==> src/rtl/ras_ss_pkg.sv <==
// Purpose: shared types and helpers for the return-address shadow stack checker.
// Latency: n/a (package only).
// Backpressure: n/a (package only).
//
// Contents: FSM state enum, overflow-policy constants, modulo-DEPTH pointer helpers.
package ras_ss_pkg;

  typedef enum logic {
    RUN  = 1'b0,
    HALT = 1'b1
  } ss_state_e;

  localparam int OVF_SAT  = 0;  // full: drop the call and count it
  localparam int OVF_CIRC = 1;  // full: overwrite the oldest entry

  // Modulo increment by explicit compare so non-power-of-2 depths wrap correctly.
  function automatic int unsigned ss_mod_inc(input int unsigned v, input int unsigned depth);
    return (v >= depth - 32'd1) ? 32'd0 : v + 32'd1;
  endfunction

  function automatic int unsigned ss_mod_dec(input int unsigned v, input int unsigned depth);
    return (v == 32'd0) ? depth - 32'd1 : v - 32'd1;
  endfunction

endpackage

==> src/rtl/ras_ss_ptr.sv <==
// Purpose: pointer, count and drop-counter update plus full/empty/desync state.
// Latency: state updates at the next edge; status and write controls are combinational.
// Backpressure: none; call/ret must already be gated by the caller's RUN state.
//
// Ports: i_flush/i_call/i_ret in; o_wr_en/o_wr_idx steer the storage write,
// o_top_idx addresses the current top, o_chk requests a compare, o_ovf_set/o_unf_set
// feed the sticky flags, o_count/o_empty/o_full/o_desync are status.
module ras_ss_ptr
  import ras_ss_pkg::*;
#(
  parameter int DEPTH    = 16,
  parameter int OVF_MODE = OVF_SAT,
  parameter int CNT_W    = $clog2(DEPTH + 1),
  parameter int IDX_W    = $clog2(DEPTH)
) (
  input  logic             clk,
  input  logic             rstn,
  input  logic             i_flush,
  input  logic             i_call,
  input  logic             i_ret,
  output logic [IDX_W-1:0] o_top_idx,
  output logic [IDX_W-1:0] o_wr_idx,
  output logic             o_wr_en,
  output logic             o_chk,
  output logic             o_ovf_set,
  output logic             o_unf_set,
  output logic [CNT_W-1:0] o_count,
  output logic             o_empty,
  output logic             o_full,
  output logic             o_desync
);

  localparam logic [CNT_W-1:0] DEPTH_C  = CNT_W'(DEPTH);
  localparam logic [CNT_W-1:0] DROP_MAX = CNT_W'(DEPTH - 1);

  logic [IDX_W-1:0] r_ptr;      // next write slot; the oldest entry when full
  logic [CNT_W-1:0] r_cnt;
  logic [CNT_W-1:0] r_drops;    // calls dropped while full, still owed a return
  logic             r_desync;

  logic [IDX_W-1:0] w_ptr_inc;
  logic [IDX_W-1:0] w_ptr_dec;
  logic             w_full;
  logic             w_pop;
  logic [IDX_W-1:0] w_nptr;
  logic [CNT_W-1:0] w_ncnt;
  logic [CNT_W-1:0] w_ndrops;
  logic             w_ndesync;

  assign w_ptr_inc = IDX_W'(ss_mod_inc(32'(r_ptr), DEPTH));
  assign w_ptr_dec = IDX_W'(ss_mod_dec(32'(r_ptr), DEPTH));
  assign w_full    = (r_cnt == DEPTH_C);

  assign o_top_idx = w_ptr_dec;
  assign o_count   = r_cnt;
  assign o_empty   = (r_cnt == '0);
  assign o_full    = w_full;
  assign o_desync  = r_desync;

  always_comb begin
    w_pop     = 1'b0;
    w_nptr    = r_ptr;
    w_ncnt    = r_cnt;
    w_ndrops  = r_drops;
    w_ndesync = r_desync;
    o_wr_en   = 1'b0;
    o_wr_idx  = r_ptr;
    o_chk     = 1'b0;
    o_ovf_set = 1'b0;
    o_unf_set = 1'b0;
    if (i_flush) begin
      w_nptr    = '0;
      w_ncnt    = '0;
      w_ndrops  = '0;
      w_ndesync = 1'b0;
    end else begin
      // Return first: it always sees the pre-call top.
      if (i_ret) begin
        if (r_cnt != '0 && (r_drops == '0 || r_desync)) begin
          w_pop  = 1'b1;
          o_chk  = !r_desync;
          w_nptr = w_ptr_dec;
          w_ncnt = r_cnt - 1'b1;
        end else if (r_drops != '0) begin
          // This return belongs to a dropped call; nothing stored to compare.
          w_ndrops = r_drops - 1'b1;
        end else begin
          o_unf_set = 1'b1;
        end
      end
      if (i_call) begin
        if (w_pop) begin
          // Same-cycle call reuses the slot the return just freed.
          o_wr_en  = 1'b1;
          o_wr_idx = w_ptr_dec;
          w_nptr   = r_ptr;
          w_ncnt   = r_cnt;
        end else if (!w_full) begin
          o_wr_en  = 1'b1;
          o_wr_idx = r_ptr;
          w_nptr   = w_ptr_inc;
          w_ncnt   = r_cnt + 1'b1;
        end else if (OVF_MODE == OVF_CIRC) begin
          o_wr_en   = 1'b1;
          o_wr_idx  = r_ptr;
          w_nptr    = w_ptr_inc;
          o_ovf_set = 1'b1;
        end else begin
          o_ovf_set = 1'b1;
          if (w_ndrops == DROP_MAX) w_ndesync = 1'b1;
          else                      w_ndrops  = w_ndrops + 1'b1;
        end
      end
      // Everything owed has been returned: the stack is back in step.
      if (w_ncnt == '0 && w_ndrops == '0) w_ndesync = 1'b0;
    end
  end

  always_ff @(posedge clk) begin
    if (!rstn) begin
      r_ptr    <= '0;
      r_cnt    <= '0;
      r_drops  <= '0;
      r_desync <= 1'b0;
    end else begin
      r_ptr    <= w_nptr;
      r_cnt    <= w_ncnt;
      r_drops  <= w_ndrops;
      r_desync <= w_ndesync;
    end
  end

endmodule

==> config.mk <==
export PLATFORM = sky130hd
export DESIGN_NAME = ras_ss_ptr
export DESIGN_NICKNAME = d
export VERILOG_FILES = /design/src/rtl/ras_ss_pkg.sv /design/src/rtl/ras_ss_ptr.sv
export SDC_FILE = /design/constraint.sdc
export NUM_CORES = 1
export LEC_CHECK = 0
export BUFFER_PORTS_ARGS = -buffer_cell sky130_fd_sc_hd__buf_2
export CAP_MARGIN = 20
export CORE_ASPECT_RATIO = 0.6
export CORE_MARGIN = 2
export CORE_UTILIZATION = 55
export CTS_CLUSTER_DIAMETER = 60
export CTS_CLUSTER_SIZE = 25
export DETAILED_ROUTE_END_ITERATION = 16
export PLACE_DENSITY = 0.79
export SLEW_MARGIN = 20
export SYNTH_ARGS = -nofsm -noshare
export SYNTH_HDL_FRONTEND = slang
export SYNTH_SLANG_ARGS = --single-unit
export TNS_END_PERCENT = 50
==> constraint.sdc <==
create_clock -name clk -period 3.33 [get_ports clk]
set_clock_uncertainty 0.1 [all_clocks]
set_input_delay 0.4995 -clock clk [delete_from_list [all_inputs] [get_ports clk]]
set_output_delay 0.4995 -clock clk [all_outputs]
set_load 0.1 [all_outputs]
==> flow_metrics.py, run 1 <==
metrics = {
    "status": {
        "run_status": "completed",
    },
    "critical_path": {
        "r2r_end": "o_desync$_SDFFE_PP0P_",
        "cp-start-kind": "flop",
        "cp.required_ns": 2.73,
        "rr_worst_depth": 10,
        "worstPathCellList": "inv_1 -> ha_1 -> nor4b_2 -> buf_4 -> o211ai_2 -> or2_2 -> mux2_2 -> buf_12",
        "r2r_start": "o_count[0]$_SDFF_PP0_",
        "worstPathMaxFanout": 7,
        "cp_slowest_cell": "or2_2",
        "end_kind": "primary output",
        "critical_path_arrival_ns": 2.61,
        "path_class": "flop to primary output",
        "r2r_slack_ns": 0.13,
        "critical_path.max_stage_delay_ns": 0.43,
    },
    "worst_hold_path": {
        "hold_end": "o_count[1]$_SDFF_PP0_",
        "min_path_cells": 2,
        "worstHoldStart": "o_count[1]$_SDFF_PP0_",
        "hp-class": "flop to flop",
    },
    "synth": {
        "synth_top_cell_area_share_pct": 21.37,
        "synth_top_cell_by_area": "dfxtp_1",
        "ys_top_cells_by_count": "nor2_1, nand2_1, dfxtp_1",
        "yosys_most_used_dff": "dfxtp_1",
        "synth-edff-count": 0,
        "synth.distinct_cells": 46,
        "async_flop_share_pct": 0,
        "synth_area_um2": 1405,
        "yosysWarnings": 0,
        "synth.area.top_cells": "dfxtp_1, ha_1, nor2_1, nand2_1, xnor2_1",
        "syn_nets": 200,
        "synth_cells": 187,
        "synth.most_common_cell": "nor2_1",
        "synth-seq-cells": 15,
        "avgSynthCellArea_um2": 7.514,
        "ys_seq_area_share_pct": 21.37,
    },
    "global_route": {
        "grt_pass1_wl_um": 6437,
        "antenna_found_initial": 0,
        "grt_max_degree": 23,
        "track_usage_pct": 27.33,
        "grt.overflow.total": 0,
        "grt_pass1_vias": 1313,
    },
    "place": {
        "hpwl_um": 2827,
        "placed_area_um2": 1685,
        "portBuffers": 24,
        "place_congestion": 0.9918,
        "placedCellCount": 237,
    },
    "sta": {
        "rsz0062_at_grt": "yes",
        "relSlewSlack_pct": 57.05,
        "fin_crit_ns": 3.207,
        "slew_violations": 0,
        "final-hold-violation-count": 0,
        "finalSetupViolCount": 0,
        "clock.fmax_mhz": 311.8,
        "worstMarginPinSlew_ns": 0.6442,
        "period_share_pct": 96.31,
    },
    "detailed_routing": {
        "drt-initial-drc-count": 160,
        "ant_nets": 0,
        "via_per_inst": 6.058,
        "wirelength_um": 3749,
        "via_count": 1460,
        "first_pass_iters": 4,
        "routedWlPerCell_um": 15.56,
        "drc_errors": 0,
    },
    "pwr": {
        "p_seq_share_pct": 31.7,
        "ir_worst_vdd_mv": 0.2278,
        "switching_share_pct": 45.04,
        "powerDensity_nw_per_um2": 354.8,
        "p_sw_w": 0.0002777,
        "power_leakage_nw": 0.7060,
        "pwr-share-clk_pct": 24.7,
        "p_int_w": 0.0003389,
        "total_power_w": 0.0006166,
        "p_comb_share_pct": 43.6,
    },
    "clock_tree": {
        "clkTransAtPathRegs_ns": 0.07,
        "cts_hold_buf": 0,
        "clock_latency_ns": 0.25,
        "clock_path_buffers": 2,
        "cts_tree": "yes",
        "htree_levels": 1,
        "cts_made_buffers": 3,
        "cts_root_buffer": "clkbuf_8",
        "clock-sinks": 15,
    },
    "floorplan": {
        "core_um2": 2470,
        "die_h_um": 43.15,
        "rows": 14,
        "die_area_um2": 2988,
        "start_util_pct": 56.89,
        "io_pins": 25,
        "die-width_um": 69.25,
    },
    "cells_and_area": {
        "design_area_um2": 1738,
        "final_core_util_pct": 70.36,
        "antennaDiodeCount": 0,
        "instances_no_fill": 241,
        "syn_to_final_growth_pct": 23.69,
        "drive_above_1_share_pct": 27.75,
        "fin_nets": 223,
    },
    "run": {
        "drv_cap": 0,
    },
}
-- what timing repair did --
item / 4_1_cts / 5_1_grt
gates resized for setup: 0 / 2
setup buffers: 0 / 0
endpoints found under the setup margin: 0 / 3
-- power groups by stage --
stage	sequential, W	clock (W)	combinational (W)
after floorplan	0.000213	0	0.000203
after detailed placement	0.000199	0	0.000266
final	0.000195	0.000152	0.000269
after CTS	0.000195	0.000152	0.000267
after global routing	0.000197	0.000160	0.000284
after global placement	0.000198	0	0.000262
-- state kept, by name, indices dropped and copies added, names as in the netlist --
register and cells:
o_count 5, o_desync 1, r_drops 5, r_ptr 4
-- per-stage QoR --
stage / worst slack, ns / setup TNS [ns] / hold WS, ns
final: 0.1228 / 0 / 0.4649
after CTS: 0.06848 / 0 / 0.4657
after floorplan: 0.06342 / 0 / 0.4300
after detailed placement: 0.08036 / 0 / 0.4459
after global placement: 0.2308 / 0 / 0.4508
after global routing: -0.005534 / -0.005534 / 0.4959
-- worst max-delay path, delay by kind of cell, from the launching register on --
kind	cells	cell delay (ns)
AO/OA/AOI/OAI	1	0.09
adder cells (fa/ha/maj)	1	0.25
buffers and inverters	3	0.54
flip-flops	1	0.36
multiplexers	1	0.34
AND/OR/NAND/NOR	2	0.77
-- logic make-up after synthesis --
| logic type | count (synthesis) | synth area share, % |
|---|---|---|
| DFF | 15 | 21.37 |
| muxes | 7 | 5.966 |
| and+or+nand+nor | 84 | 30.81 |
| xor gates and xnor gates | 9 | 5.610 |
| buffers and inverters | 21 | 7.390 |
| AOI/OAI and AO/OA | 43 | 21.73 |
| adders and majority gates | 8 | 7.124 |
-- worst max-delay path by stage --
stage          cells after the start             startpoint                     to  slack, ns
3_5_place_dp                      10  o_count[0]$_SDFF_PP0_  r_drops[1]$_SDFF_PP0_       0.08
4_1_cts                           10  o_count[0]$_SDFF_PP0_  r_drops[1]$_SDFF_PP0_       0.07
5_1_grt                           10  o_count[0]$_SDFF_PP0_  o_desync$_SDFFE_PP0P_     -0.006
2_1_floorplan                      7  o_count[0]$_SDFF_PP0_              o_unf_set       0.06
3_3_place_gp                      10  o_count[0]$_SDFF_PP0_  o_desync$_SDFFE_PP0P_       0.23
6_report                           8  r_drops[0]$_SDFF_PP0_            o_wr_idx[3]       0.12
-- layout make-up --
cell class,count,area (um2)
Inverter,12,45.04
Tap cell,32,40.04
Timing Repair Buffer,27,202.7
Sequential cell,15,311.5
Clock buffer,3,41.29
Clock inverter,1,5.005
Fill cell,208,732.0
Multi-Input combinational cell,151,1092
-- per-layer routing --
layer / routed length (um) / track usage (%)
met2: 1630 / 41.15
met1: 1773 / 39.54
met3: 332 / 6.176
met4: 12 / 6.667
met5: 0 / 0
-- placed cells by master, fill, tap and decap left out, types with 6 or more instances in the layout --
| cell | n |
|---|---|
| xnor2_1 | 7 |
| nand3_1 | 6 |
| inv_1 | 11 |
| nand2_1 | 22 |
| a21oi_1 | 8 |
| o21ai_0 | 6 |
| nand2b_1 | 6 |
| nor2_1 | 24 |
| dfxtp_1 | 10 |
| ha_1 | 8 |
| buf_2 | 20 |
| a211oi_1 | 6 |
No activity file was read; power rests on OpenSTA's default activity.
==> run 2, diff against run 1 <==
--- a/config.mk
+++ b/config.mk
@@ -7,7 +7,7 @@
 export LEC_CHECK = 0
 export BUFFER_PORTS_ARGS = -buffer_cell sky130_fd_sc_hd__buf_2
 export CAP_MARGIN = 20
-export CORE_ASPECT_RATIO = 0.6
+export CORE_ASPECT_RATIO = 0.9
 export CORE_MARGIN = 2
 export CORE_UTILIZATION = 55
 export CTS_CLUSTER_DIAMETER = 60
==> run 2 against run 1 <==
Effect of this change: clock power down 24%; design area down 0.43%; via count down 0.62%; register-to-register slack better by 0.05 ns; fmax up 0.51%; first-iteration DRC count down 48%; critical path type unchanged; largest power group unchanged.
==> flow_metrics.py, run 2 (synthesis results as in run 1) <==
metrics = {
    "status": {
        "run_status": "completed",
    },
    "critical_path": {
        "end_kind": "primary output",
        "r2r_slack_ns": 0.18,
        "worstPathMaxFanout": 7,
        "cp.required_ns": 2.73,
        "critical_path_arrival_ns": 2.59,
        "cp-start-kind": "flop",
        "path_class": "flop to primary output",
    },
    "clock_tree": {
        "cts_setup_buffers": 0,
        "clock_path_buffers": 2,
        "cts_resized": 0,
        "cts_made_buffers": 3,
        "cts_tree": "yes",
        "cts_root_buffer": "clkbuf_4",
        "cts_hold_buf": 0,
        "htree_levels": 1,
        "clock_latency_ns": 0.30,
        "clock-sinks": 15,
        "clkTransAtPathRegs_ns": 0.10,
    },
    "floorplan": {
        "die_h_um": 51.95,
        "core_um2": 2446,
        "die_area_um2": 2976,
        "start_util_pct": 57.44,
        "die-width_um": 57.28,
        "io_pins": 25,
        "rows": 17,
    },
    "pwr": {
        "powerDensity_nw_per_um2": 334.1,
        "ir_worst_vdd_mv": 0.2693,
        "power_leakage_nw": 0.7152,
    },
    "detailed_routing": {
        "drc_errors": 0,
        "drt-initial-drc-count": 83,
        "first_pass_iters": 4,
        "wirelength_um": 3621,
        "via_per_inst": 6.122,
        "via_count": 1451,
        "ant_nets": 0,
        "routedWlPerCell_um": 15.28,
    },
    "cells_and_area": {
        "seqCellArea_um2": 311.5,
        "fillers": 204,
        "layout_commonest_cell": "nor2_1",
        "multi_input_area_um2": 1109,
        "layout_common_cells": "nor2_1, nand2_1, buf_2",
        "fin_nets": 223,
        "design_area_um2": 1730,
        "antennaDiodeCount": 0,
        "syn_to_final_growth_pct": 23.15,
        "drive_above_1_share_pct": 28.23,
    },
    "global_route": {
        "antenna_found_initial": 0,
        "grt_pass1_vias": 1287,
        "grt_pass1_wl_um": 6210,
        "track_usage_pct": 26.86,
        "grt.overflow.total": 0,
        "grt_max_degree": 23,
    },
    "sta": {
        "finalSetupViolCount": 0,
        "period_share_pct": 95.82,
        "fin_crit_ns": 3.191,
        "final-hold-violation-count": 0,
        "slew_violations": 0,
        "clock.fmax_mhz": 313.4,
        "holdWs_ns": 0.4565,
        "worstMarginPinSlew_ns": 0.6456,
        "finalSetupTns_ns": 0,
        "relSlewSlack_pct": 56.96,
    },
    "place": {
        "place_congestion": 0.9148,
        "hpwl_um": 2779,
        "placed_area_um2": 1680,
        "portBuffers": 24,
    },
    "run": {
        "drv_cap": 0,
    },
    "worst_hold_path": {
        "hp-class": "flop to flop",
    },
}
-- run 2: final cells by class --
class / count / share of cell area (%)
Multi-Input combinational cell: 151 / 64.06
Sequential cell: 15 / 18.00
Timing Repair Buffer: 27 / 11.71
Inverter: 12 / 2.603
Tap cell: 28 / 2.025
Clock buffer: 3 / 1.302
Clock inverter: 1 / 0.2892
-- run 2: critical path, cell delays in order, from the launching register on --
cell	delay, ns
dfxtp_1	0.38
inv_1	0.16
ha_1	0.24
nor4b_4	0.27
buf_4	0.20
o211ai_2	0.09
or2_2	0.43
mux2_2	0.34
buf_12	0.17
-- run 2: where the power goes --
group          total, W  switching [W]  internal (W)
Clock          0.000115      0.0000697     0.0000449
Combinational  0.000269       0.000197     0.0000715
Sequential     0.000195      0.0000103      0.000184
-- run 2: final timing paths --
check	from	cells after the start	to
worst max register to register	o_count[0]$_SDFF_PP0_	10	o_desync$_SDFFE_PP0P_
worst min-delay path	o_count[1]$_SDFF_PP0_	2	o_count[1]$_SDFF_PP0_
worst max-delay path	r_drops[0]$_SDFF_PP0_	8	o_wr_idx[3]
worst min register to register	o_count[1]$_SDFF_PP0_	2	o_count[1]$_SDFF_PP0_
-- run 2: metal layers --
| metal | up-vias | GRT usage, % | wire (um) |
|---|---|---|---|
| li1 | 713 | - | - |
| met3 | 9 | 4.726 | 217 |
| met1 | 671 | 35.30 | 1583 |
| met2 | 58 | 46.36 | 1765 |
| met4 | 0 | 5.426 | 55 |
| met5 | - | 0 | 0 |
-- run 2: metrics by stage --
stage / util, % / power, W / cells / setup WS (ns)
final: 70.74 / 0.0005781 / 237 / 0.1391
after floorplan: - / 0.0004166 / 187 / 0.06342
after CTS: 69.82 / 0.0005773 / 237 / 0.08649
after global placement: 68.70 / 0.0004592 / 233 / 0.2275
after global routing: 70.74 / 0.0006009 / 237 / -0.01990
after detailed placement: 68.70 / 0.0004653 / 233 / 0.09952
==> run 3, diff against run 2 <==
--- a/config.mk
+++ b/config.mk
@@ -14,6 +14,7 @@
 export CTS_CLUSTER_SIZE = 25
 export DETAILED_ROUTE_END_ITERATION = 16
 export PLACE_DENSITY = 0.79
+export SETUP_SLACK_MARGIN = 0.4
 export SLEW_MARGIN = 20
 export SYNTH_ARGS = -nofsm -noshare
 export SYNTH_HDL_FRONTEND = slang
==> run 3 against run 2 <==
Effect of this change: count of clock-buffer cells in the layout stayed put; total power is 1.1% higher; sequential share of layout area is 0.95 points lower; fmax is 9.0% higher; critical path type is now flop to flop; largest power group unchanged.
==> flow_metrics.py, run 3 (synthesis results as in run 1) <==
metrics = {
    "status": {
        "run_status": "completed",
    },
    "sta": {
        "finalSetupTns_ns": 0,
        "period_share_pct": 87.87,
        "fin_ws_ns": 0.4038,
        "final-hold-violation-count": 0,
        "rsz0062_at_grt": "yes",
        "holdWs_ns": 0.4620,
        "fin_crit_ns": 2.926,
        "finalSetupViolCount": 0,
        "slew_violations": 0,
        "relSlewSlack_pct": 59.13,
        "clock.fmax_mhz": 341.7,
        "worstMarginPinSlew_ns": 0.6131,
    },
    "floorplan": {
        "io_pins": 25,
        "rows": 17,
        "die-width_um": 57.28,
        "core_um2": 2446,
        "die_h_um": 51.95,
        "start_util_pct": 57.44,
        "die_area_um2": 2976,
    },
    "clock_tree": {
        "cts_hold_buf": 0,
        "cts_made_buffers": 3,
        "clock_latency_ns": 0.29,
        "cts_tree": "yes",
        "clock-sinks": 15,
        "cts_root_buffer": "clkbuf_4",
        "clkTransAtPathRegs_ns": 0.11,
        "clock_path_buffers": 2,
        "htree_levels": 1,
    },
    "global_route": {
        "grt.overflow.total": 0,
        "track_usage_pct": 25.21,
        "grt_pass1_wl_um": 5934,
        "grt_pass1_vias": 1308,
        "antenna_found_initial": 0,
        "grt_max_degree": 23,
    },
    "cells_and_area": {
        "design_area_um2": 1842,
        "fin_nets": 228,
        "seqCellArea_um2": 314.1,
        "layout_common_cells": "nor2_1, nand2_1, buf_2",
        "instances_no_fill": 242,
        "layout_commonest_cell": "nor2_1",
        "syn_to_final_growth_pct": 31.08,
        "drive_above_1_share_pct": 35.05,
        "antennaDiodeCount": 0,
        "multi_input_area_um2": 1207,
        "fillers": 186,
    },
    "pwr": {
        "power_leakage_nw": 0.7426,
        "p_sw_w": 0.0002804,
        "powerDensity_nw_per_um2": 317.3,
        "pwr-share-clk_pct": 18.9,
        "p_int_w": 0.0003040,
        "p_comb_share_pct": 47.6,
        "p_seq_share_pct": 33.5,
        "ir_worst_vdd_mv": 0.2762,
        "switching_share_pct": 47.98,
    },
    "critical_path": {
        "cp.required_ns": 3.39,
        "r2r_slack_ns": 0.40,
        "r2r_end": "o_desync$_SDFFE_PP0P_",
        "path_buf_inv": 2,
        "end_kind": "flop",
        "cp_top_family": "simple AND/OR/NAND/NOR gates",
        "worstPathCellList": "inv_4 -> ha_4 -> or4b_4 -> a211o_4 -> xnor2_4 -> inv_2 -> ha_4 -> nor4b_4 -> or4_1 -> o211ai_1 -> a311oi_1",
        "cp_common_cell": "ha_4",
        "r2r_start": "o_count[1]$_SDFF_PP0_",
        "rr_worst_depth": 11,
        "cp-start-kind": "flop",
        "path_class": "flop to flop",
        "critical_path.max_stage_delay_ns": 0.54,
        "worstPathMaxFanout": 7,
        "cp_slowest_cell": "or4b_4",
        "critical_path_arrival_ns": 2.99,
    },
    "detailed_routing": {
        "via_count": 1479,
        "routedWlPerCell_um": 16.01,
        "via_per_inst": 6.112,
        "wirelength_um": 3875,
        "first_pass_iters": 4,
        "drc_errors": 0,
        "drt-initial-drc-count": 98,
        "ant_nets": 0,
    },
    "worst_hold_path": {
        "min_path_cells": 2,
        "hold_end": "o_count[1]$_SDFF_PP0_",
        "hp-class": "flop to flop",
        "worstHoldStart": "o_count[1]$_SDFF_PP0_",
    },
    "place": {
        "portBuffers": 24,
        "dp_slack_ns": 0.3285,
        "placed_area_um2": 1718,
        "hpwl_um": 2749,
        "placedCellCount": 232,
        "place_congestion": 0.8468,
    },
    "run": {
        "drv_cap": 0,
    },
}
==> run 3: cell types whose count changed in the layout (fill, tap and decap cells not counted), sizes merged <==
cell  delta
buf      +5
==> run 3: how the worst max path moves through the flow <==
| stage | to | depth (start not counted) | startpoint |
|---|---|---|---|
| 6_report | o_desync$_SDFFE_PP0P_ | 11 | o_count[1]$_SDFF_PP0_ |
| 4_1_cts | o_desync$_SDFFE_PP0P_ | 10 | o_count[1]$_SDFF_PP0_ |
| 5_1_grt | o_desync$_SDFFE_PP0P_ | 11 | o_count[1]$_SDFF_PP0_ |
| 2_1_floorplan | o_desync$_SDFFE_PP0P_ | 11 | o_count[1]$_SDFF_PP0_ |
| 3_3_place_gp | o_desync$_SDFFE_PP0P_ | 10 | o_count[1]$_SDFF_PP0_ |
| 3_5_place_dp | o_desync$_SDFFE_PP0P_ | 10 | o_count[1]$_SDFF_PP0_ |
==> run 3: worst min-delay path, cell delays in order, from the launching register on <==
cell and delay, ns:
dfxtp_4 0.38, nand2_1 0.06, a311oi_1 0.08
==> run 3: metal layers <==
metal  track usage (%)  vias to the layer above  share of wire (%)
met5                 0                        -                  0
met4             4.651                        0               0.44
met3             2.488                        2                7.3
met2             43.10                       70                 49
met1             34.86                      688                 44
li1                  -                      719                  -
==> run 3: cell type report <==
cell class	instances	area share, %
well taps	28	1.902
clock buffers	3	1.223
repair buffers	32	10.87
inverters	12	3.125
flip-flops and latches	15	17.05
multi-input cells	151	65.56
clock inverters	1	0.2717
==> run 3: stage by stage <==
step | power [W] | util, %
final | 0.0005844 | 75.29
after global routing | 0.0006070 | 75.29
after CTS | 0.0005746 | 72.23
after detailed placement | 0.0004643 | 70.23
after global placement | 0.0004582 | 70.23
after floorplan | 0.0004311 | -
==> run 3: repair_timing <==
item	in CTS	in global routing
pin swaps	0	5
buffers inserted	1	5
endpoints found under the setup margin	9	10
resized for setup	6	9
==> run 3: power groups by stage <==
stage | Sequential (W) | Combinational (W) | Clock (W)
finish | 0.000196 | 0.000278 | 0.000111
CTS | 0.000196 | 0.000268 | 0.000111
global placement | 0.000199 | 0.000259 | 0
floorplan | 0.000215 | 0.000216 | 0
detailed placement | 0.000200 | 0.000264 | 0
global route | 0.000197 | 0.000294 | 0.000117
